**src/rtl/fila_pkg.sv**
```systemverilog
// Shared types for the fila queue arbiter: FSM states, channel index and byte width.
package fila_pkg;

  localparam int DATA_W = 8;

  typedef enum logic [1:0] {
    IDLE         = 2'd0,
    GRANT        = 2'd1,
    WAIT_RELEASE = 2'd2
  } arb_state_t;

  typedef enum logic {
    CH_A = 1'b0,
    CH_B = 1'b1
  } chan_t;

  // grant_out encoding is {B,A}
  function automatic logic [1:0] chan_onehot(chan_t ch);
    return (ch == CH_B) ? 2'b10 : 2'b01;
  endfunction

endpackage

```
**src/rtl/fila_arbiter_if.sv**
```systemverilog
// Channel handshakes, queue strobe and status of the fila arbiter; slave = arbiter side.
interface fila_arbiter_if #(
  parameter int LEN_W = 8
);
  import fila_pkg::*;

  logic              data_ready_a;
  logic [DATA_W-1:0] data_a;
  logic              ack_a;
  logic              data_ready_b;
  logic [DATA_W-1:0] data_b;
  logic              ack_b;
  logic [LEN_W-1:0]  len_in;
  logic              enqueue_out;
  logic [DATA_W-1:0] data_out;
  logic [1:0]        grant_out;
  logic              timeout_err;
  logic [DATA_W-1:0] count_a;
  logic [DATA_W-1:0] count_b;

  modport master (
    output data_ready_a, data_a, data_ready_b, data_b, len_in,
    input  ack_a, ack_b, enqueue_out, data_out, grant_out, timeout_err, count_a, count_b
  );

  modport slave (
    input  data_ready_a, data_a, data_ready_b, data_b, len_in,
    output ack_a, ack_b, enqueue_out, data_out, grant_out, timeout_err, count_a, count_b
  );

endinterface

```
**src/rtl/fila_arb_stats.sv**
```systemverilog
// Saturating per-channel transfer counters, built only with FILA_ARB_STATS_EN.
// One-cycle latency from the grant pulse; counters hold at 255.
module fila_arb_stats
  import fila_pkg::*;
(
  input  logic              clk_10KHz,
  input  logic              reset,
  input  logic              inc_a,
  input  logic              inc_b,
  output logic [DATA_W-1:0] count_a,
  output logic [DATA_W-1:0] count_b
);

  always_ff @(posedge clk_10KHz or posedge reset) begin
    if (reset) begin
      count_a <= '0;
      count_b <= '0;
    end else begin
      if (inc_a && (count_a != '1)) count_a <= count_a + 1'b1;
      if (inc_b && (count_b != '1)) count_b <= count_b + 1'b1;
    end
  end

endmodule

```
**src/rtl/fila_arbiter.sv**
```systemverilog
// Round-robin arbiter feeding one fila queue from channels A/B; strobe 2 edges after ready is sampled.
// Holds in IDLE while len_in >= DEPTH; watchdog frees a stuck channel. Counters under FILA_ARB_STATS_EN.
module fila_arbiter
  import fila_pkg::*;
#(
  parameter int DEPTH   = 8,
  parameter int LEN_W   = 8,
  parameter int TIMEOUT = 16
) (
  input logic           clk_10KHz,
  input logic           reset,
  fila_arbiter_if.slave bus
);

  localparam int               WD_W    = $clog2(TIMEOUT);
  localparam logic [WD_W-1:0]  WD_LAST = WD_W'(TIMEOUT - 1);
  localparam logic [LEN_W-1:0] DEPTH_L = LEN_W'(DEPTH);

  arb_state_t        state;
  chan_t             sel;
  chan_t             last;
  chan_t             pick;
  logic [WD_W-1:0]   wd;
  logic [DATA_W-1:0] data_q;
  logic [1:0]        grant_q;
  logic              enq_q;
  logic              ack_a_q;
  logic              ack_b_q;
  logic              terr_q;
  logic              any_rdy;
  logic              has_room;
  logic              sel_rdy;

  assign any_rdy  = bus.data_ready_a | bus.data_ready_b;
  assign has_room = bus.len_in < DEPTH_L;
  assign sel_rdy  = (sel == CH_B) ? bus.data_ready_b : bus.data_ready_a;

  // On a tie the channel not served last wins
  always_comb begin
    pick = CH_B;
    if (bus.data_ready_a && bus.data_ready_b) pick = (last == CH_A) ? CH_B : CH_A;
    else if (bus.data_ready_a)                pick = CH_A;
  end

  always_ff @(posedge clk_10KHz or posedge reset) begin
    if (reset) begin
      state   <= IDLE;
      sel     <= CH_A;
      last    <= CH_B;
      wd      <= '0;
      data_q  <= '0;
      grant_q <= '0;
      enq_q   <= 1'b0;
      ack_a_q <= 1'b0;
      ack_b_q <= 1'b0;
      terr_q  <= 1'b0;
    end else begin
      enq_q   <= 1'b0;
      ack_a_q <= 1'b0;
      ack_b_q <= 1'b0;
      unique case (state)
        IDLE: begin
          if (any_rdy && has_room) begin
            sel     <= pick;
            data_q  <= (pick == CH_B) ? bus.data_b : bus.data_a;
            grant_q <= chan_onehot(pick);
            state   <= GRANT;
          end
        end
        GRANT: begin
          enq_q   <= 1'b1;
          ack_a_q <= (sel == CH_A);
          ack_b_q <= (sel == CH_B);
          last    <= sel;
          wd      <= '0;
          state   <= WAIT_RELEASE;
        end
        WAIT_RELEASE: begin
          if (!sel_rdy) begin
            grant_q <= '0;
            state   <= IDLE;
          end else if (wd == WD_LAST) begin
            terr_q  <= 1'b1;
            grant_q <= '0;
            state   <= IDLE;
          end else begin
            wd <= wd + 1'b1;
          end
        end
        default: state <= IDLE;
      endcase
    end
  end

  assign bus.enqueue_out = enq_q;
  assign bus.ack_a       = ack_a_q;
  assign bus.ack_b       = ack_b_q;
  assign bus.data_out    = data_q;
  assign bus.grant_out   = grant_q;
  assign bus.timeout_err = terr_q;

`ifdef FILA_ARB_STATS_EN
  logic              inc_a;
  logic              inc_b;
  logic [DATA_W-1:0] cnt_a;
  logic [DATA_W-1:0] cnt_b;

  assign inc_a = (state == GRANT) && (sel == CH_A);
  assign inc_b = (state == GRANT) && (sel == CH_B);

  fila_arb_stats u_stats (
    .clk_10KHz (clk_10KHz),
    .reset     (reset),
    .inc_a     (inc_a),
    .inc_b     (inc_b),
    .count_a   (cnt_a),
    .count_b   (cnt_b)
  );

  assign bus.count_a = cnt_a;
  assign bus.count_b = cnt_b;
`else
  assign bus.count_a = '0;
  assign bus.count_b = '0;
`endif

endmodule

```
**src/flat_wrapper.sv**
```systemverilog
// flat-port wrapper written by rule: the top's interface ports become plain ports
module fila_arbiter_flat import fila_pkg::*;
#(
  parameter int DEPTH   = 8,
  parameter int LEN_W   = 8,
  parameter int TIMEOUT = 16
)
  (clk_10KHz, reset, bus_data_ready_a, bus_data_a, bus_data_ready_b, bus_data_b, bus_len_in, bus_ack_a, bus_ack_b, bus_enqueue_out, bus_data_out, bus_grant_out, bus_timeout_err, bus_count_a, bus_count_b);
  fila_arbiter_if #(.LEN_W(LEN_W)) bus_i ();
  input logic clk_10KHz;
  input logic reset;
  input wire logic [$bits(bus_i.data_ready_a)-1:0] bus_data_ready_a;
  input wire logic [$bits(bus_i.data_a)-1:0] bus_data_a;
  input wire logic [$bits(bus_i.data_ready_b)-1:0] bus_data_ready_b;
  input wire logic [$bits(bus_i.data_b)-1:0] bus_data_b;
  input wire logic [$bits(bus_i.len_in)-1:0] bus_len_in;
  output wire logic [$bits(bus_i.ack_a)-1:0] bus_ack_a;
  output wire logic [$bits(bus_i.ack_b)-1:0] bus_ack_b;
  output wire logic [$bits(bus_i.enqueue_out)-1:0] bus_enqueue_out;
  output wire logic [$bits(bus_i.data_out)-1:0] bus_data_out;
  output wire logic [$bits(bus_i.grant_out)-1:0] bus_grant_out;
  output wire logic [$bits(bus_i.timeout_err)-1:0] bus_timeout_err;
  output wire logic [$bits(bus_i.count_a)-1:0] bus_count_a;
  output wire logic [$bits(bus_i.count_b)-1:0] bus_count_b;
  assign bus_i.data_ready_a = bus_data_ready_a;
  assign bus_i.data_a = bus_data_a;
  assign bus_i.data_ready_b = bus_data_ready_b;
  assign bus_i.data_b = bus_data_b;
  assign bus_i.len_in = bus_len_in;
  assign bus_ack_a = bus_i.ack_a;
  assign bus_ack_b = bus_i.ack_b;
  assign bus_enqueue_out = bus_i.enqueue_out;
  assign bus_data_out = bus_i.data_out;
  assign bus_grant_out = bus_i.grant_out;
  assign bus_timeout_err = bus_i.timeout_err;
  assign bus_count_a = bus_i.count_a;
  assign bus_count_b = bus_i.count_b;
  fila_arbiter #(.DEPTH(DEPTH), .LEN_W(LEN_W), .TIMEOUT(TIMEOUT)) u_core (.clk_10KHz(clk_10KHz), .reset(reset), .bus(bus_i));
endmodule
```
**config.mk**
```make
export PLATFORM = sky130hd
export DESIGN_NAME = fila_arbiter_flat
export DESIGN_NICKNAME = d
export VERILOG_FILES = /design/src/rtl/fila_pkg.sv /design/src/rtl/fila_arbiter_if.sv /design/src/rtl/fila_arb_stats.sv /design/src/rtl/fila_arbiter.sv /design/src/flat_wrapper.sv
export SDC_FILE = /design/constraint.sdc
export NUM_CORES = 1
export LEC_CHECK = 0
export ABC_CLOCK_PERIOD_IN_PS = 1450
export BUFFER_PORTS_ARGS = -buffer_cell sky130_fd_sc_hd__buf_4
export CAP_MARGIN = 30
export CORE_MARGIN = 2
export CORE_UTILIZATION = 25
export CTS_CLUSTER_SIZE = 8
export DETAILED_ROUTE_END_ITERATION = 16
export PLACE_DENSITY = 0.49
export SYNTH_ARGS = -nofsm -noshare
export SYNTH_HDL_FRONTEND = slang
export SYNTH_SLANG_ARGS = --single-unit
```
**constraint.sdc**
```tcl
create_clock -name clk_10KHz -period 1.45 [get_ports clk_10KHz]
set_input_delay 0.0725 -clock clk_10KHz [delete_from_list [all_inputs] [get_ports clk_10KHz]]
set_output_delay 0.0725 -clock clk_10KHz [all_outputs]
set_load 0.1 [all_outputs]
```
==> results.txt, run 1 <==
status: finished, violations left
failing checks: setup timing
CTS max path bufs: 2
Switching Power: 2.08 mW
number of buffers created by CTS: 3
maximum fanout along the worst path: 4
routability congestion estimate from global placement: 0.787
setup violation total in the final timing report: 4
post-synthesis area per instance: 10.8 um^2
clock sink count: 22
class of the tightest hold or removal check: primary input to register
DRC violation count after routing: 0
iteration count of the initial detailed-routing pass: 4
clk_skew: 0.00625 ns
initial antenna violation count: 0
core region area: 4720 um^2
number of register bits inferred by synthesis: 22
Worst Hold Launch: bus_data_a[6]
post-layout min period: 1.51 ns
Via-to-Cell Ratio: 4.09
clock tree from TritonCTS: yes
number of instances on the worst hold path: 3
summed instance area of the synthesized netlist: 1230 um^2
share of post-route cells with drive strength above 1: 46.1%
Clock Root Buffer: sky130_fd_sc_hd__clkbuf_8
total power divided by cell area: 2290 nW/um^2
worst setup path class: register to register
worst supply voltage drop on vdd: 0.726 mV
total power of the final layout: 3.98 mW
proportion of total power due to net switching: 52.2%
Area growth syn-to-layout: 41.5%
I/O pin cnt: 58
final clock period utilization by the worst path: 104%
number of cells traversed by the worst register-to-register path: 4
global routing met1 resource utilization: 11.7%
Die Y: 74.0 um
sum of negative setup slack: -0.154 ns
floorplan die area: 5480 um^2
max-slew violation total from the final report: 0
via count of the first global-routing pass: 918
GR met3 Demand/Resource: 0.949%
share of the yosys chip area belonging to registers: 45.0%
count of port buffers added during placement: 38
library cells used by synthesis: 31
total of max-cap violations: 0
Data arrival, critical path: 1.66 ns
setup repair after global routing missed its margin: yes
Clk Latency, worst-skew pair: 0.26 ns
via count: 956
start of the worst register-to-register path: u_core.sel
kind of end point of the critical path: register
count of antenna-violating nets left after detailed routing: 0
endpoint of the most critical register-to-register path: u_core.state[1]
All-Layer GR Usage: 9.82%
cell-internal power: 1.90 mW
number of antenna repair diodes: 0
first-pass GRT wire length: 4.18 mm
post-layout worst setup margin: -0.0630 ns
clk slew on worst S/H paths: 0.08 ns
kind of start point of the critical path: register
worst setup slack for register-to-register paths: -0.06 ns
met2 Resource Use GR: 17.9%
detailed-route wire length per cell: 11.2 um
clock network fraction of design power: 14.2%
fmax: 661 MHz
Die X-Extent: 74.0 um
worst-case hold path end point: u_core.bus.data_out[6]
pin count of the biggest net entering global routing: 23
power share of the combinational group: 61.7%
HPWL after DPL: 2.05 mm
Row Count: 25
number of synthesis warnings: 0
net count reported at finish: 201
H-Tree Level Count: 1
First DRT Iteration DRCs: 18
leakage dissipation: 0.906 nW
required time of the critical path: 1.59 ns
Initial Util: 26.0%
synthesized instance count: 114
final global-route overflow total: 0
most used routing layer: met2
final WL: 2.62 mm
Final Hold Viols: 0
sequential group share of total power: 24.1%
## critical path, stage by stage (launching register included)
cell and delay (ns):
sky130_fd_sc_hd__dfrtp_1 0.40, sky130_fd_sc_hd__mux2_4 0.32, sky130_fd_sc_hd__and2_4 0.15, sky130_fd_sc_hd__a22o_4 0.24, sky130_fd_sc_hd__mux2_4 0.30
## layout by cell type (no fill, tap or decap), drive strengths merged, types with 3 or more instances in the layout
cell and count:
mux2 6, a22o 3, o21ai 10, conb 16, clkbuf 3, buf 52
inv 7, nand2 11, nand3 4, mux2i 8, dfrtp 21, ha 5
## synth_stat cells
| cell type | number | area (um^2) |
|---|---|---|
| sky130_fd_sc_hd__nor2_1 | 1 | 3.75 |
| sky130_fd_sc_hd__nor3_1 | 1 | 5.00 |
| sky130_fd_sc_hd__mux2_4 | 3 | 45.0 |
| sky130_fd_sc_hd__ha_1 | 5 | 62.6 |
| sky130_fd_sc_hd__o21ai_0 | 10 | 50.1 |
| sky130_fd_sc_hd__nand3_1 | 4 | 20.0 |
| sky130_fd_sc_hd__a22o_4 | 1 | 17.5 |
| sky130_fd_sc_hd__a211o_1 | 1 | 8.76 |
| sky130_fd_sc_hd__buf_4 | 16 | 120 |
| sky130_fd_sc_hd__nand2_1 | 11 | 41.3 |
| sky130_fd_sc_hd__nor3b_1 | 2 | 15.0 |
| sky130_fd_sc_hd__nor2b_1 | 2 | 12.5 |
| sky130_fd_sc_hd__o21ba_2 | 1 | 10.0 |
| sky130_fd_sc_hd__inv_1 | 7 | 26.3 |
| sky130_fd_sc_hd__conb_1 | 1 | 3.75 |
| sky130_fd_sc_hd__a22o_1 | 1 | 8.76 |
| sky130_fd_sc_hd__nor4_1 | 1 | 6.26 |
| sky130_fd_sc_hd__mux2_2 | 3 | 33.8 |
| sky130_fd_sc_hd__dfstp_2 | 1 | 26.3 |
| sky130_fd_sc_hd__dfrtp_1 | 21 | 526 |
| sky130_fd_sc_hd__mux2i_1 | 8 | 80.1 |
| sky130_fd_sc_hd__a22o_2 | 1 | 10.0 |
| sky130_fd_sc_hd__and2b_2 | 1 | 8.76 |
| sky130_fd_sc_hd__a31o_2 | 1 | 8.76 |
| sky130_fd_sc_hd__and2_2 | 1 | 7.51 |
| sky130_fd_sc_hd__a311o_1 | 2 | 20.0 |
| sky130_fd_sc_hd__and2_4 | 1 | 8.76 |
| sky130_fd_sc_hd__or2_0 | 1 | 6.26 |
| sky130_fd_sc_hd__nor4_2 | 1 | 12.5 |
| sky130_fd_sc_hd__buf_2 | 3 | 15.0 |
| sky130_fd_sc_hd__o22ai_1 | 1 | 6.26 |
## flip-flops by register name, indices dropped and copies added, names as in the netlist
register and flops:
u_core.bus.ack_a 1, u_core.state 2, u_core.last 1, u_core.sel 1, u_core.bus.grant_out 2, u_core.bus.ack_b 1
u_core.wd 4, u_core.bus.timeout_err 1, u_core.bus.enqueue_out 1, u_core.bus.data_out 8
## stage by stage
| stage | cell area, um^2 | instances | hold slack, ns | setup slack (ns) | utilization [%] |
|---|---|---|---|---|---|
| 6_report | 1740 | 234 | 0.0907 | -0.0630 | 36.7 |
| 2_1_floorplan | 1280 | 129 | 0.0610 | -0.0370 | - |
| 5_1_grt | 1740 | 234 | 0.113 | -0.0747 | 36.7 |
| 3_5_place_dp | 1600 | 226 | 0.144 | -0.0562 | 33.9 |
| 3_3_place_gp | 1600 | 226 | 0.133 | -0.0325 | 33.9 |
| 4_1_cts | 1690 | 231 | 0.0886 | -0.0624 | 35.7 |
## worst max path at each step
stage / from / cells after the start / to / slack [ns]
2_1_floorplan: u_core.sel / 4 / u_core.state[0] / -0.04
4_1_cts: u_core.sel / 4 / u_core.state[1] / -0.06
6_report: u_core.sel / 4 / u_core.state[1] / -0.06
5_1_grt: u_core.wd[1] / 5 / u_core.state[0] / -0.07
3_3_place_gp: u_core.sel / 4 / u_core.state[0] / -0.03
3_5_place_dp: u_core.wd[0] / 5 / u_core.state[1] / -0.06
## repair_timing
item | in CTS | in global routing
pin swaps | 2 | 2
endpoints found under the setup margin | 5 | 16
endpoints found under the hold margin | 21 | 0
gates resized for setup | 2 | 8
setup buffers | 0 | 3
hold buffers | 1 | 0
## layer usage
layer	part of all wire, %	wire [um]
met2	51	1330
met3	3.6	95
met5	0	0
met4	1.4	38
met1	44	1160
## power groups by stage
| stage | Sequential, mW | Combinational (mW) | Clock [mW] |
|---|---|---|---|
| final | 0.958 | 2.46 | 0.565 |
| after global routing | 0.987 | 2.57 | 0.619 |
| after CTS | 0.963 | 2.41 | 0.590 |
| after detailed placement | 0.974 | 2.40 | 0 |
| after global placement | 0.964 | 2.37 | 0 |
| after floorplan | 2.05 | 0.784 | 0 |
## cell type report
cell class              instances  area, um^2
fillers                       469        2990
well taps                      67        83.8
clock buffers                   3        41.3
repair buffers                 53         404
clock inverters                 1        30.0
inverters                       7        26.3
multi-input cells              81         598
flip-flops and latches         22         552
## kinds of logic (layout without fill, tap and decap cells)
logic type / Yosys count / count (layout) / synth area share [%]
flip-flops: 22 / 22 / 45.0
adder cells (fa/ha/maj): 5 / 5 / 5.10
AO/OA/AOI/OAI: 19 / 19 / 11.4
buffers and inverters: 26 / 64 / 13.2
AND/OR/NAND/NOR: 27 / 27 / 12.0
multiplexers: 14 / 14 / 13.0
other: 1 / 16 / 0.306
No activity file was read; power rests on OpenSTA's default activity.
==> inputs of run 2 (changes only) <==
--- a/config.mk
+++ b/config.mk
@@ -8,11 +8,13 @@
 export ABC_CLOCK_PERIOD_IN_PS = 1450
 export BUFFER_PORTS_ARGS = -buffer_cell sky130_fd_sc_hd__buf_4
 export CAP_MARGIN = 30
+export CELL_PAD_IN_SITES_DETAIL_PLACEMENT = 2
+export CELL_PAD_IN_SITES_GLOBAL_PLACEMENT = 2
 export CORE_MARGIN = 2
-export CORE_UTILIZATION = 25
+export CORE_UTILIZATION = 24
 export CTS_CLUSTER_SIZE = 8
 export DETAILED_ROUTE_END_ITERATION = 16
-export PLACE_DENSITY = 0.49
+export PLACE_DENSITY = 0.74
 export SYNTH_ARGS = -nofsm -noshare
 export SYNTH_HDL_FRONTEND = slang
 export SYNTH_SLANG_ARGS = --single-unit
==> results.txt, run 2 (synthesis results as in run 1) <==
status: finished, violations left
failing checks: setup timing
Largest register FFs: 8
Sequential cell area: 552 um^2
Final Hold Viols: 0
Data arrival, critical path: 1.68 ns
Clock Root Buffer: sky130_fd_sc_hd__clkbuf_8
post-layout min period: 1.53 ns
sum of negative setup slack: -0.276 ns
total power of the final layout: 3.99 mW
worst supply voltage drop on vdd: 0.947 mV
First DRT Iteration DRCs: 15
met2 wire length: 1.87 mm
clock sink count: 22
Post-Route Utilization: 35.6%
routed metal-1 wirelength: 1.34 mm
Die Y: 75.5 um
I/O pin cnt: 58
final global-route overflow total: 0
post-placement setup slack: -0.179 ns
filler-free cell count of the finished design: 239
final clock period utilization by the worst path: 105%
count of port buffers added during placement: 38
final WL: 3.32 mm
routability congestion estimate from global placement: 0.756
class of the tightest hold or removal check: primary input to register
clk slew on worst S/H paths: 0.09 ns
number of antenna repair diodes: 0
first-pass GRT wire length: 5.38 mm
Initial Util: 24.5%
routed wire length on met3: 75 um
initial antenna violation count: 0
summed area of non-filler cells in the final layout: 1780 um^2
leakage dissipation: 0.924 nW
number of buffers created by CTS: 3
number of placed instances, taps included: 231
iteration count of the initial detailed-routing pass: 3
area taken by multi-input logic gates: 627 um^2
net count reported at finish: 203
Row Count: 26
All-Layer GR Usage: 12.6%
Filler Cell Count: 592
total of max-cap violations: 0
DRC violation count after routing: 0
clk_skew: 0.00512 ns
H-Tree Level Count: 1
hold_ws: 0.102 ns
pin count of the biggest net entering global routing: 23
Via-to-Cell Ratio: 4.10
HPWL after DPL: 2.64 mm
core region area: 5010 um^2
most used cells in the layout excluding fill and tap cells: 51 x sky130_fd_sc_hd__buf_4, 21 x sky130_fd_sc_hd__dfrtp_1, 16 x sky130_fd_sc_hd__conb_1
clock tree from TritonCTS: yes
setup repair after global routing missed its margin: yes
total power divided by cell area: 2240 nW/um^2
share of post-route cells with drive strength above 1: 49.7%
commonest non-fill, non-tap cell in the layout: sky130_fd_sc_hd__buf_4
post-layout worst setup margin: -0.0788 ns
via count: 981
CTS max path bufs: 2
Area growth syn-to-layout: 45.4%
maximum fanout along the worst path: 4
fmax: 654 MHz
kind of start point of the critical path: register
uppermost metal layer occupied by signal nets: met4
floorplan die area: 5700 um^2
setup violation total in the final timing report: 6
cell area reported after detailed placement: 1630 um^2
required time of the critical path: 1.60 ns
kind of end point of the critical path: register
max-slew violation total from the final report: 0
Die X-Extent: 75.5 um
detailed-route wire length per cell: 13.9 um
worst setup path class: register to register
Clk Latency, worst-skew pair: 0.26 ns
count of antenna-violating nets left after detailed routing: 0
via count of the first global-routing pass: 1096
[run 2: cell type report]
cell class	count	area share [%]
Clock buffer	4	3.09
Inverter	7	1.47
Tap cell	70	4.91
Multi-Input combinational cell	81	35.2
Timing Repair Buffer	55	24.4
Sequential cell	22	30.9
[run 2: worst max-delay path: stages (launching register included)]
cell                      delay (ns)
sky130_fd_sc_hd__dfrtp_1        0.41
sky130_fd_sc_hd__mux2_4         0.31
sky130_fd_sc_hd__and2_4         0.16
sky130_fd_sc_hd__a22o_4         0.24
sky130_fd_sc_hd__mux2_4         0.30
[run 2: worst paths after layout]
| path | end | slack, ns | cells past startpoint | from |
|---|---|---|---|---|
| max reg2reg | u_core.state[1] | -0.08 | 4 | u_core.sel |
| min | u_core.bus.data_out[2] | 0.10 | 3 | bus_data_a[2] |
| max | u_core.state[1] | -0.08 | 4 | u_core.sel |
| max in group asynchronous | u_core.last | 0.75 | 4 | reset |
| min reg2reg | u_core.bus.timeout_err | 0.48 | 1 | u_core.bus.timeout_err |
| min in group asynchronous | u_core.bus.timeout_err | 0.41 | 4 | reset |
[run 2: metal layers]
metal | GRT usage [%] | up-vias
li1 | - | 470
met1 | 14.6 | 486
met2 | 23.9 | 23
met3 | 1.59 | 2
met4 | 4.09 | 0
met5 | 0 | -
[run 2: power by group]
part	internal, mW	switching (mW)	total (mW)
Clock	0.242	0.203	0.444
Combinational	0.763	1.82	2.58
Sequential	0.835	0.132	0.967
[run 2: timing repair]
item                                   4_1_cts  5_1_grt
buffers inserted                             1        2
gates resized for setup                     12        5
endpoints found under the hold margin       21        0
pin swaps                                    3        3
setup endpoints to repair                   15       15
hold buffers                                 1        0
==> inputs of run 3 (changes only) <==
--- a/config.mk
+++ b/config.mk
@@ -15,6 +15,7 @@
 export CTS_CLUSTER_SIZE = 8
 export DETAILED_ROUTE_END_ITERATION = 16
 export PLACE_DENSITY = 0.74
+export SKIP_CTS_REPAIR_TIMING = 1
 export SYNTH_ARGS = -nofsm -noshare
 export SYNTH_HDL_FRONTEND = slang
 export SYNTH_SLANG_ARGS = --single-unit
==> results.txt, run 3 (synthesis results as in run 1) <==
status: finished, violations left
failing checks: setup timing
Clk Latency, worst-skew pair: 0.26 ns
total of max-cap violations: 0
CP Launch Point: u_core.sel
Post-Route Utilization: 35.4%
detailed-route wire length per cell: 14.0 um
summed area of non-filler cells in the final layout: 1770 um^2
initial antenna violation count: 0
Die X-Extent: 75.5 um
setup violation total in the final timing report: 6
floorplan die area: 5700 um^2
Switching Power: 2.14 mW
post-layout min period: 1.52 ns
worst setup slack for register-to-register paths: -0.07 ns
number of cells traversed by the worst register-to-register path: 4
Area growth syn-to-layout: 44.7%
count of antenna-violating nets left after detailed routing: 0
share of post-route cells with drive strength above 1: 49.7%
kind of start point of the critical path: register
count of port buffers added during placement: 38
HPWL after DPL: 2.64 mm
H-Tree Level Count: 1
Filler Cell Count: 595
final global-route overflow total: 0
Via-to-Cell Ratio: 4.18
net count reported at finish: 203
area taken by multi-input logic gates: 622 um^2
CTS max path bufs: 2
class of the tightest hold or removal check: primary input to register
Sequential cell area: 552 um^2
most used cells in the layout excluding fill and tap cells: 52 x sky130_fd_sc_hd__buf_4, 21 x sky130_fd_sc_hd__dfrtp_1, 16 x sky130_fd_sc_hd__conb_1
via count of the first global-routing pass: 1064
First DRT Iteration DRCs: 17
CP endpoint: u_core.state[1]
number of antenna repair diodes: 0
setup repair after global routing missed its margin: yes
Final Hold Viols: 0
iteration count of the initial detailed-routing pass: 2
clock sink count: 22
Clock Root Buffer: sky130_fd_sc_hd__clkbuf_8
Initial Util: 24.5%
All-Layer GR Usage: 12.0%
power share of the combinational group: 64.5%
fmax: 657 MHz
routability congestion estimate from global placement: 0.756
Die Y: 75.5 um
proportion of total power due to net switching: 53.9%
sum of negative setup slack: -0.225 ns
Data arrival, critical path: 1.67 ns
commonest non-fill, non-tap cell in the layout: sky130_fd_sc_hd__buf_4
leakage dissipation: 0.914 nW
total power of the final layout: 3.97 mW
cell-internal power: 1.83 mW
I/O pin cnt: 58
post-layout worst setup margin: -0.0730 ns
kind of end point of the critical path: register
clk_skew: 0.00272 ns
clock network fraction of design power: 11.3%
required time of the critical path: 1.60 ns
core region area: 5010 um^2
number of buffers created by CTS: 3
DRC violation count after routing: 0
start of the worst register-to-register path: u_core.sel
clk slew on worst S/H paths: 0.08 ns
via count: 999
Largest register FFs: 8
worst setup path class: register to register
max-slew violation total from the final report: 0
maximum fanout along the worst path: 4
endpoint of the most critical register-to-register path: u_core.state[1]
first-pass GRT wire length: 5.10 mm
worst supply voltage drop on vdd: 0.957 mV
Row Count: 26
sequential group share of total power: 24.2%
final clock period utilization by the worst path: 105%
pin count of the biggest net entering global routing: 23
total power divided by cell area: 2240 nW/um^2
cell area reported after detailed placement: 1630 um^2
clock tree from TritonCTS: yes
final WL: 3.35 mm
-- run 3: how the worst min path moves through the flow --
stage                        endpoint     startpoint  cells past startpoint
2_1_floorplan        u_core.bus.ack_a          reset                      1
3_3_place_gp   u_core.bus.data_out[4]          reset                      3
3_5_place_dp   u_core.bus.data_out[4]          reset                      3
4_1_cts        u_core.bus.timeout_err          reset                      3
5_1_grt        u_core.bus.data_out[3]  bus_data_a[3]                      3
6_report       u_core.bus.data_out[2]  bus_data_a[2]                      3
-- run 3: through the flow --
step	worst slack (ns)	std cells	hold WS [ns]
3_3_place_gp	-0.0289	231	0.136
3_5_place_dp	-0.179	231	0.156
6_report	-0.0730	239	0.0985
2_1_floorplan	-0.0370	129	0.0610
5_1_grt	-0.113	239	0.120
4_1_cts	-0.208	235	-0.140
-- run 3: critical path, cell delays in order (launching register included) --
cell and delay (ns):
sky130_fd_sc_hd__dfrtp_1 0.40, sky130_fd_sc_hd__mux2_4 0.31, sky130_fd_sc_hd__and2_4 0.16, sky130_fd_sc_hd__a22o_4 0.24
sky130_fd_sc_hd__mux2_4 0.30
-- run 3: routing by layer --
metal  GRT usage, %  up-vias  routed length, um  part of all wire (%)
met2           22.4       27               1870                    56
met5              0        -                  0                     0
li1               -      473                  -                     -
met1           13.7      493               1330                    40
met3           1.59        6                 84                   2.5
met4           4.68        0                 71                   2.1
-- run 3: power groups by stage --
stage	combinational, mW	clock [mW]	sequential (mW)
after floorplan	0.784	0	2.05
after global placement	2.36	0	0.961
after detailed placement	2.44	0	0.976
after CTS	2.44	0.468	0.965
after global routing	2.71	0.496	0.997
final	2.56	0.450	0.962
-- run 3: layout make-up --
cell class,count,share of cell area (%)
sequential,22,31.1
multi-input combinational,81,35.0
tap,70,4.94
timing repair buffer,55,24.3
inverter,7,1.48
clock buffer,4,3.10
